`src/rtl/secuenciador_arranque.sv`:
```
// secuenciador_arranque: power-up stage sequencer.
// On the first rising edge of ini it releases N_ETAPAS enables, one every
// ESPERA cycles, as a cumulative thermometer code, then raises listo.
// Optional feature macro: SECUENCIADOR_ARRANQUE_ABORT_EN. When it is defined,
// ini going low while a sequence is running or complete aborts back to idle.
module secuenciador_arranque #(
    parameter int N_ETAPAS = 4,
    parameter int ESPERA   = 16
) (
    input  logic                clk,
    input  logic                rst,
    input  logic                ini,
    output logic [N_ETAPAS-1:0] en,
    output logic                listo,
    output logic                ocupado
);

    localparam int CNT_W = ($clog2(ESPERA + 1) < 1) ? 1 : $clog2(ESPERA + 1);
    localparam int K_W   = ($clog2(N_ETAPAS + 1) < 1) ? 1 : $clog2(N_ETAPAS + 1);

    localparam logic [CNT_W-1:0] CNT_LAST = CNT_W'(ESPERA - 1);
    localparam logic [K_W-1:0]   K_LAST   = K_W'(N_ETAPAS - 1);

    localparam logic [1:0] REPOSO   = 2'd0;
    localparam logic [1:0] CONTANDO = 2'd1;
    localparam logic [1:0] LISTO    = 2'd2;

    logic [1:0]          state;
    logic                ini_prev;
    logic [CNT_W-1:0]    cnt;
    logic [K_W-1:0]      k;
    logic                arranque;
    logic                abortar;
    logic [N_ETAPAS-1:0] stage_bit;

    assign arranque = ini & ~ini_prev;
    assign ocupado  = (state == CONTANDO);

`ifdef SECUENCIADOR_ARRANQUE_ABORT_EN
    assign abortar = ~ini;
`else
    assign abortar = 1'b0;
`endif

    // One-hot mask of the stage that the current index k would release
    always_comb begin
        stage_bit = '0;
        for (int i = 0; i < N_ETAPAS; i++) begin
            if (k == K_W'(i)) begin
                stage_bit[i] = 1'b1;
            end
        end
    end

    // Previous ini level for rising-edge detection; cleared by reset so a high ini re-triggers
    always_ff @(posedge clk) begin
        if (rst) begin
            ini_prev <= 1'b0;
        end else begin
            ini_prev <= ini;
        end
    end

    // Sequencer state, gap counter, stage index and the cumulative enables
    always_ff @(posedge clk) begin
        if (rst) begin
            state <= REPOSO;
            cnt   <= '0;
            k     <= '0;
            en    <= '0;
            listo <= 1'b0;
        end else begin
            case (state)
                REPOSO: begin
                    if (arranque) begin
                        state <= CONTANDO;
                        cnt   <= '0;
                        k     <= '0;
                    end
                end
                CONTANDO: begin
                    if (abortar) begin
                        state <= REPOSO;
                        cnt   <= '0;
                        k     <= '0;
                        en    <= '0;
                        listo <= 1'b0;
                    end else if (cnt == CNT_LAST) begin
                        en  <= en | stage_bit;
                        cnt <= '0;
                        if (k == K_LAST) begin
                            state <= LISTO;
                            listo <= 1'b1;
                            k     <= '0;
                        end else begin
                            k <= k + 1'b1;
                        end
                    end else begin
                        cnt <= cnt + 1'b1;
                    end
                end
                LISTO: begin
                    if (abortar) begin
                        state <= REPOSO;
                        cnt   <= '0;
                        k     <= '0;
                        en    <= '0;
                        listo <= 1'b0;
                    end
                end
                default: begin
                    state <= REPOSO;
                    cnt   <= '0;
                    k     <= '0;
                    en    <= '0;
                    listo <= 1'b0;
                end
            endcase
        end
    end

endmodule

```
`config.mk`:
```
export PLATFORM = sky130hd
export DESIGN_NAME = secuenciador_arranque
export DESIGN_NICKNAME = d
export VERILOG_FILES = /design/src/rtl/secuenciador_arranque.sv
export SDC_FILE = /design/constraint.sdc
export NUM_CORES = 1
export LEC_CHECK = 0
export ABC_CLOCK_PERIOD_IN_PS = 3900
export BUFFER_PORTS_ARGS = -buffer_cell sky130_fd_sc_hd__buf_2
export CORE_MARGIN = 10
export CORE_UTILIZATION = 50
export CTS_BUF_LIST = sky130_fd_sc_hd__clkbuf_4
export DETAILED_ROUTE_END_ITERATION = 12
export GPL_ROUTABILITY_DRIVEN = 0
export HOLD_SLACK_MARGIN = 0.03
export PLACE_DENSITY = 0.7
export SKIP_CTS_REPAIR_TIMING = 1
export SLEW_MARGIN = 40
export SYNTH_ARGS = -nofsm -noshare
export SYNTH_HDL_FRONTEND = slang
export SYNTH_SLANG_ARGS = --single-unit
```
`constraint.sdc`:
```
create_clock -name clk -period 3.9 [get_ports clk]
set_input_delay 0.78 -clock clk [delete_from_list [all_inputs] [get_ports clk]]
set_output_delay 0.78 -clock clk [all_outputs]
set_load 0.05 [all_outputs]
```
## Word level (Yosys, flattened, before mapping)

Index checks and enable logic that the tools add are counted.

| word-level totals | value |
|---|---|
| word-level logic and storage cells | 50 |
| output and inout port bits | 6 |
| register bits | 16 |
| input bits | 3 |

| operators by class | value |
|---|---|
| add/sub/neg operators | 2 |
| equality and inequality tests | 9 |
| multiplexer cells | 20 |
| reductions and logical operators | 8 |
| bitwise logic cells | 5 |

Operators by type and width:

| kind | number |
|---|---|
| $pmux 5 s3 | 1 |
| $mux 5 | 2 |
| $mux 3 | 3 |
| $pmux 3 s3 | 1 |
| $pmux 4 s2 | 1 |
| $eq 3x2->1 const B | 2 |
| $mux 1 | 6 |
| $mux 2 | 3 |
| $pmux 2 s3 | 1 |
| $reduce_and 3->1 | 2 |
| $add 5x1->5 const B | 1 |
| $eq 5x4->1 const B | 1 |
| $mux 4 | 1 |
| $ne 2x1->1 const B | 2 |
| $or 4x4->4 | 1 |
| $reduce_and 2->1 | 2 |
| $reduce_and 4->1 | 1 |
| $add 3x1->3 const B | 1 |
| $eq 3x1->1 const B | 1 |
| $logic_not 3->1 | 1 |
| $not 1->1 | 3 |
| $eq 2x1->1 const B | 1 |
| $eq 2x2->1 const B | 1 |
| $logic_not 2->1 | 1 |
| 4 further kinds | 4 |

## Longest topological paths before layout

Gate-level depths: netlist of run 1.

| depth | value |
|---|---|
| depth in word-level cells | 5 |
| mapped depth | 4 |
| mapped depth without buffers | 4 |

## Least setup slack after synthesis of run 1

No wires, ideal clock.

| timing | value |
|---|---|
| path type | input to register |
| from | input ini |
| to | register k[1] |
| setup time | 72 ps |
| buffers on the path | 1 |
| stages | 4 |
| data required time | 3828 ps |
| path slack | 2227 ps |
| arrival | 1601 ps |
| path through | or3b_1 > buf_6 > a22oi_4 > mux2i_1 |

| between the ends | value |
|---|---|
| longest elaborated chain between the ends | 3 |

RTL lines:

| what | line | source |
|---|---|---|
| start, declared | 12 | `input logic ini,` |
| $and 1x1->1 | 36 | `assign arranque = ini & ~ini_prev;` |
| $ne 2x2->1 (no line) | n/a |  |
| $reduce_and 3->1 (no line) | n/a |  |
| end signal, assigned | 96 | `k <= k + 1'b1;` |
| end, declared | 31 | `logic [K_W-1:0] k;` |

No other way between the ends.
A chain may end at the register's enable or synchronous reset.

## Worst setup path in the final report of run 1

| timing | value |
|---|---|
| from | register state[1] |
| to | output ocupado |

| between the ends | value |
|---|---|
| longest elaborated chain between the ends | 1 |

RTL lines:

| what | line | source |
|---|---|---|
| start, declared | 28 | `logic [1:0] state;` |
| start signal, assigned | 67 | `state <= REPOSO;` |
| start signal, assigned | 76 | `state <= CONTANDO;` |
| start signal, assigned | 83 | `state <= REPOSO;` |
| $eq 2x1->1 | 37 | `assign ocupado = (state == CONTANDO);` |
| end, declared | 15 | `output logic ocupado` |

No other way between the ends.

==> qor.yml, run 1 <==
outcome: "completed"
ios: 9
crit_type: "flop to output pin"
portBuffers: 8
core_area_sq_um: 1490
synth_cells: 87
synth_top_area_cell: "dfxtp_1"
avgSynthCellArea_sq_um: 8.84
slew_headroom_pct: 56.6
synth_compound_area_share_pct: 18.5
ys_ff_latch: 16
tritoncts: "yes"
yosys.area_share.simple_pct: 26.0
met1_usage_pct: 11.1
die_y_um: 59.2
finalHoldViolations: 0
n_fill_cell: 123
tns_ps: 0
path_clk_slew_ps: 90
ant_nets: 0
cts_root_buf: "clkbuf_4"
clock-sinks: 16
rsz0062_at_grt: "no"
synth_top_family_by_area: "simple AND/OR/NAND/NOR gates"
drive_gt1_share_pct: 13.4
fmax_ghz: 0.462
rr_endpoint: "en[1]"
startpoint_type: "flop"
fin_crit_sh_pct: 55.5
finalCriticalPeriod_ps: 2160
overflow: 0
wl_per_cell_um: 13.3
start_util_pct: 51.7
num_antenna_cells: 0
grt_pass1_vias: 602
grt.busiest_layer: "met2"
dieArea_sq_um: 3510
r2r_start: "cnt[0]"
viasPerCell: 5.75
synth-adder-area-share_pct: 8.13
grt_pass1_wl_um: 2560
yosysSeqAreaShare_pct: 41.6
grt_max_degree: 11
power_uw: 282
die_w_um: 59.2
cp_cell_sequence: "nand2b_1, inv_2, buf_2"
synthTopCellsByArea: "dfxtp_1 42%, ha_1 8.1%, nand2_1 5.9%, a21oi_1 5.2%, nand3_1 4.6%"
endpoint: "ocupado"
yosysWarnings: 0
cp_num_buf_inv: 2
setup_viol: 0
clock_path_buffers: 2
required_ps: 3120
synth.top_cell.area_share_pct: 41.6
netlist_area_sq_um: 769
antenna_found_initial: 0
cp_slowest_cell: "dfxtp_1"
critPathTopFamily: "buffers and inverters"
nets: 106
vias: 650
max-cap-violations: 0
peakVddDrop_v: 0.000210
multiInputGateArea_sq_um: 415
tightest_slew_ps: 644
end_kind: "output pin"
arrival_ps: 1380
synthMuxAreaShare_pct: 1.30
area_growth_pct: 9.27
row_count: 14
power_density_nw_per_um2: 335
firstDrtPassIters: 4
syn-num-nets: 95
min_from: "en[1]"
grt_usage_pct: 9.55
drtIter0Drc: 37
p_leak_nw: 0.336
rrSetupSlack_ps: 2150
crit_start: "state[1]"
regArea_sq_um: 320
cp_max_fo: 10
numCtsBuffers: 3
htreeDepth: 1
hpwl_um: 1070
met2_usage_pct: 13.5
drv_slew: 0
synth_xor_area_share_pct: 0
clk-insertion-delay-late_ps: 290
use_met3_pct: 3.43
r2r_cells: 4
crit_cells: 3
drcViolationCount: 0
skew_ps: 0.990
slowest_delay_ps: 370
min_path_type: "flop to flop"
wl_um: 1500
ys_types: 28
[per-stage QoR]
stage	util, %	cells	setup WS (ps)	instance area (sq um)	hold WS, ps
6_report	56.5	113	1740	841	457
3_3_place_gp	54.7	109	2080	815	430
2_1_floorplan	-	87	2230	769	416
4_1_cts	56.5	113	1730	841	463
5_1_grt	56.5	113	1630	841	476
3_5_place_dp	54.7	109	2060	815	437
[power breakdown]
part / switching, mW / leakage [nW] / internal [mW] / total [mW]
Sequential: 0.00251 / 0.130 / 0.166 / 0.168
Combinational: 0.0171 / 0.191 / 0.00806 / 0.0251
Clock: 0.0512 / 0.0154 / 0.0372 / 0.0885
[flip-flops by register name (all words and copies together) (netlist names)]
| signal | flops |
|---|---|
| cnt | 5 |
| en | 4 |
| ini_prev | 1 |
| k | 3 |
| listo | 1 |
| state | 2 |
[tightest hold or removal path, stage by stage, from the launching register on]
cell and delay, ps:
dfxtp_1 330, nand2_1 40, o21ai_0 60
[logic make-up (layout without fill, tap and decap cells)]
group / Yosys count / after routing
compound gates: 21 / 21
fa+ha+maj: 5 / 5
buf+inv: 7 / 17
flops: 16 / 16
mux: 1 / 1
simple gates: 37 / 37
[worst min path at each step]
| stage | cells after the start | slack, ps | end |
|---|---|---|---|
| floorplan | 2 | 420 | cnt[4] |
| global placement | 2 | 430 | en[1] |
| detailed placement | 2 | 440 | en[3] |
| CTS | 2 | 460 | cnt[4] |
| global route | 2 | 480 | cnt[4] |
| finish | 2 | 460 | en[1] |
[Yosys cell counts (all sizes together)]
library cell  count
or3               2
a31oi             2
o31ai             1
nor2              2
o211a             1
mux2i             1
a21oi             8
nand2            12
nand3             7
dfxtp            16
a32oi             1
o21ai             4
buf               1
ha                5
nand3b            3
nand4             3
nor2b             3
nand4b            1
a21o              1
inv               5
nand2b            2
a22oi             1
o21a              1
or3b              1
and4b             1
a211oi            1
clkbuf            1
[per-layer routing]
metal | share of wire [%] | routed length (um)
met3 | 5.4 | 81
met2 | 46 | 691
met1 | 45 | 680
met4 | 3.1 | 47
met5 | 0 | 0
[cells in the final DEF, fill, tap and decap left out, drive strengths merged]
cell / Yosys / layout
a211oi: 1 / 1
a21oi: 8 / 8
buf: 1 / 8
o31ai: 1 / 1
nand4b: 1 / 1
o211a: 1 / 1
a31oi: 2 / 2
o21a: 1 / 1
a22oi: 1 / 1
a32oi: 1 / 1
nor2: 2 / 2
clkbuf: 1 / 3
or3b: 1 / 1
clkinv: 0 / 1
o21ai: 4 / 4
dfxtp: 16 / 16
a21o: 1 / 1
nor2b: 3 / 3
ha: 5 / 5
mux2i: 1 / 1
and4b: 1 / 1
nand4: 3 / 3
inv: 5 / 5
nand2: 12 / 12
nand3b: 3 / 3
nand3: 7 / 7
or3: 2 / 2
nand2b: 2 / 2
[layout make-up]
class / count / share of cell area (%)
multi-input combinational: 64 / 49.4
inverter: 5 / 2.23
tap: 16 / 2.38
sequential: 16 / 38.1
clock buffer: 3 / 2.68
timing repair buffer: 8 / 4.76
clock inverter: 1 / 0.446
No activity file was read; power rests on OpenSTA's default activity.
==> inputs of run 2 (changes only) <==
--- a/config.mk
+++ b/config.mk
@@ -5,7 +5,7 @@
 export SDC_FILE = /design/constraint.sdc
 export NUM_CORES = 1
 export LEC_CHECK = 0
-export ABC_CLOCK_PERIOD_IN_PS = 3900
+export ABC_CLOCK_PERIOD_IN_PS = 2100
 export BUFFER_PORTS_ARGS = -buffer_cell sky130_fd_sc_hd__buf_2
 export CORE_MARGIN = 10
 export CORE_UTILIZATION = 50
==> constraint.sdc (replaced) <==
create_clock -name clk -period 2.1 [get_ports clk]
set_input_delay 0.42 -clock clk [delete_from_list [all_inputs] [get_ports clk]]
set_output_delay 0.42 -clock clk [all_outputs]
set_load 0.05 [all_outputs]
==> qor.yml, run 2 (synthesis results as in run 1) <==
final_common_cell: "dfxtp_1"
die_y_um: 59.2
drive_gt1_share_pct: 13.4
grt_pass1_wl_um: 2650
grt_pass1_vias: 600
dieArea_sq_um: 3510
n_fill_cell: 134
tritoncts: "yes"
final_core_util_pct: 56.5
reg.largest.list: "cnt (5), en (4), k (3)"
area_growth_pct: 9.27
setup_viol: 0
outcome: "completed"
drtIter0Drc: 20
clock-sinks: 16
hpwl_um: 1130
multiInputGateArea_sq_um: 415
required_ps: 1680
critPathTopFamily: "buffers and inverters"
viasPerCell: 5.74
cp_slowest_cell: "dfxtp_1"
firstDrtPassIters: 4
ios: 9
cp_cell_sequence: "nand2b_1, inv_2, buf_2"
path_clk_slew_ps: 90
ant_nets: 0
nets: 106
fmax_ghz: 0.545
mostFrequentLayoutCells: "16 x dfxtp_1, 12 x nand2_1, 8 x a21oi_1, 8 x buf_2, 7 x nand3_1"
finalCriticalPeriod_ps: 1840
fin_crit_sh_pct: 87.4
rrSetupSlack_ps: 530
drcViolationCount: 0
design_area_sq_um: 841
cp_num_buf_inv: 2
p_leak_nw: 0.336
grt_max_degree: 11
slew_headroom_pct: 68.6
clk-insertion-delay-late_ps: 290
core_area_sq_um: 1490
row_count: 14
rsz0062_at_grt: "no"
overflow: 0
cp_max_fo: 10
start_util_pct: 51.7
power_density_nw_per_um2: 626
largest-register: "cnt"
largest_reg_flops: 5
finalHoldViolations: 0
wl_per_cell_um: 13.6
cts_root_buf: "clkbuf_4"
wl_um: 1540
die_w_um: 59.2
arrival_ps: 1420
tns_ps: 0
slowest_delay_ps: 450
num_antenna_cells: 0
grt_usage_pct: 9.58
numCtsBuffers: 3
min_path_type: "input port to flop"
regArea_sq_um: 320
antenna_found_initial: 0
vias: 649
startpoint_type: "flop"
tightest_slew_ps: 466
placed_area_sq_um: 815
peakVddDrop_v: 0.000278
portBuffers: 8
skew_ps: 0.503
drv_slew: 0
clock_path_buffers: 2
htreeDepth: 1
crit_type: "flop to output pin"
end_kind: "output pin"
max-cap-violations: 0
## run 2: cell counts in the layout (fill, tap and decap cells not counted)
Identical to the previous run, type by type.
## run 2: cell type report
type,count,share of cell area (%)
clock buffer,3,2.68
clock inverter,1,0.446
inverter,5,2.23
multi-input combinational,64,49.4
sequential,16,38.1
tap,16,2.38
timing repair buffer,8,4.76
## run 2: path summary, 6_finish.rpt
kind                 start        to  cells past startpoint
setup reg to reg    cnt[0]     en[0]                      4
setup / recovery  state[0]   ocupado                      3
hold / removal         ini  ini_prev                      2
hold reg to reg      en[1]     en[1]                      2
## run 2: power breakdown
group	internal (mW)	switching (mW)
registers	0.308	0.00469
clock network	0.0692	0.0971
logic	0.0150	0.0324
## run 2: routing by layer
layer | share of wire (%) | track usage, % | vias to the layer above
li1 | - | - | 331
met1 | 47 | 11.2 | 303
met2 | 46 | 14.3 | 10
met3 | 4.3 | 3.43 | 5
met4 | 2.3 | 6.23 | 0
met5 | 0 | 0 | -
## run 2: stage by stage
stage / setup slack [ps] / hold WS (ps) / std cells / power (mW)
final: 264 / 346 / 113 / 0.526
after global routing: 189 / 364 / 113 / 0.554
after CTS: 273 / 346 / 113 / 0.533
after detailed placement: 537 / 436 / 109 / 0.367
after global placement: 522 / 431 / 109 / 0.367
after floorplan: 747 / 416 / 87 / 0.358
==> inputs of run 3 (changes only) <==
--- a/config.mk
+++ b/config.mk
@@ -7,13 +7,14 @@
 export LEC_CHECK = 0
 export ABC_CLOCK_PERIOD_IN_PS = 2100
 export BUFFER_PORTS_ARGS = -buffer_cell sky130_fd_sc_hd__buf_2
+export CAP_MARGIN = 20
 export CORE_MARGIN = 10
-export CORE_UTILIZATION = 50
+export CORE_UTILIZATION = 55
 export CTS_BUF_LIST = sky130_fd_sc_hd__clkbuf_4
 export DETAILED_ROUTE_END_ITERATION = 12
 export GPL_ROUTABILITY_DRIVEN = 0
 export HOLD_SLACK_MARGIN = 0.03
-export PLACE_DENSITY = 0.7
+export PLACE_DENSITY_LB_ADDON = 0.08
 export SKIP_CTS_REPAIR_TIMING = 1
 export SLEW_MARGIN = 40
 export SYNTH_ARGS = -nofsm -noshare
==> qor.yml, run 3 (synthesis results as in run 1) <==
outcome: "completed"
crit_type: "flop to output pin"
die_w_um: 57.4
max-cap-violations: 0
tns_ps: 0
path_clk_slew_ps: 90
p_leak_nw: 0.336
skew_ps: 0.975
ant_nets: 0
setup_viol: 0
finalHoldViolations: 0
grt_usage_pct: 9.83
portBuffers: 8
dieArea_sq_um: 3300
vias: 630
core_area_sq_um: 1320
antenna_found_initial: 0
wl_per_cell_um: 13.9
drv_slew: 0
cp_max_fo: 10
regArea_sq_um: 320
power_density_nw_per_um2: 629
largest-register: "cnt"
reg.largest.list: "cnt (5), en (4), k (3)"
multiInputGateArea_sq_um: 415
arrival_ps: 1400
fmax_ghz: 0.550
grt_max_degree: 11
fin_crit_sh_pct: 86.7
required_ps: 1680
slew_headroom_pct: 60.9
grt_pass1_vias: 606
min_path_type: "input port to flop"
drtIter0Drc: 19
drive_gt1_share_pct: 13.4
numCtsBuffers: 3
ios: 9
overflow: 0
finalCriticalPeriod_ps: 1820
start_util_pct: 58.4
die_y_um: 57.4
mostFrequentLayoutCells: "16 x dfxtp_1, 12 x nand2_1, 8 x a21oi_1, 8 x buf_2, 7 x nand3_1"
tritoncts: "yes"
highest_layer: "met4"
clock-sinks: 16
startpoint_type: "flop"
peakVddDrop_v: 0.000340
drt-met1-wl_um: 772
clock_path_buffers: 2
wl_met2_um: 675
drcViolationCount: 0
wl_met3_um: 67
whs_path_depth: 2
firstDrtPassIters: 4
num_antenna_cells: 0
htreeDepth: 1
largest_reg_flops: 5
viasPerCell: 5.63
r2r_cells: 4
clk-insertion-delay-late_ps: 290
final_common_cell: "dfxtp_1"
nets: 106
end_kind: "output pin"
area_growth_pct: 9.11
whs_ps: 348
tightest_slew_ps: 580
wl_um: 1550
row_count: 13
rsz0062_at_grt: "no"
hpwl_um: 1160
n_fill_cell: 123
cts_root_buf: "clkbuf_4"
grt_pass1_wl_um: 2650
run 3: cell counts in the layout (fill, tap and decap cells not counted):
No cell type changed its count.
run 3: worst paths after layout:
| path | from | end | slack [ps] |
|---|---|---|---|
| worst max register to register | cnt[0] | en[2] | 410 |
| worst max-delay path | state[0] | ocupado | 280 |
| worst min register to register | cnt[4] | cnt[4] | 450 |
| worst min-delay path | ini | ini_prev | 350 |
run 3: metrics by stage:
step / std cells / setup slack, ps / area [sq um] / power, mW / util [%]
after CTS: 112 / 289 / 840 / 0.530 / 63.7
final: 112 / 280 / 840 / 0.528 / 63.7
after detailed placement: 108 / 404 / 813 / 0.367 / 61.7
after floorplan: 87 / 747 / 769 / 0.358 / -
after global routing: 112 / 198 / 840 / 0.545 / 63.7
after global placement: 108 / 501 / 813 / 0.366 / 61.7
run 3: worst max-delay path: stages (launching register included):
cell and delay (ps):
dfxtp_1 430, nand2b_1 170, inv_2 200, buf_2 300
run 3: layout make-up:
| type | count | area share, % |
|---|---|---|
| Multi-Input combinational cell | 64 | 49.5 |
| Inverter | 5 | 2.24 |
| Tap cell | 15 | 2.24 |
| Timing Repair Buffer | 8 | 4.77 |
| Sequential cell | 16 | 38.2 |
| Clock inverter | 1 | 0.447 |
| Clock buffer | 3 | 2.68 |
run 3: per-layer routing:
layer	track usage (%)	up-vias
li1	-	329
met1	12.6	287
met2	14.1	9
met3	2.65	5
met4	6.04	0
met5	0	-
run 3: power by group:
| part | total [mW] | internal, mW | switching, mW |
|---|---|---|---|
| clock network | 0.168 | 0.0693 | 0.0991 |
| logic | 0.0474 | 0.0150 | 0.0324 |
| registers | 0.312 | 0.308 | 0.00464 |
| total | 0.528 | 0.392 | 0.136 |
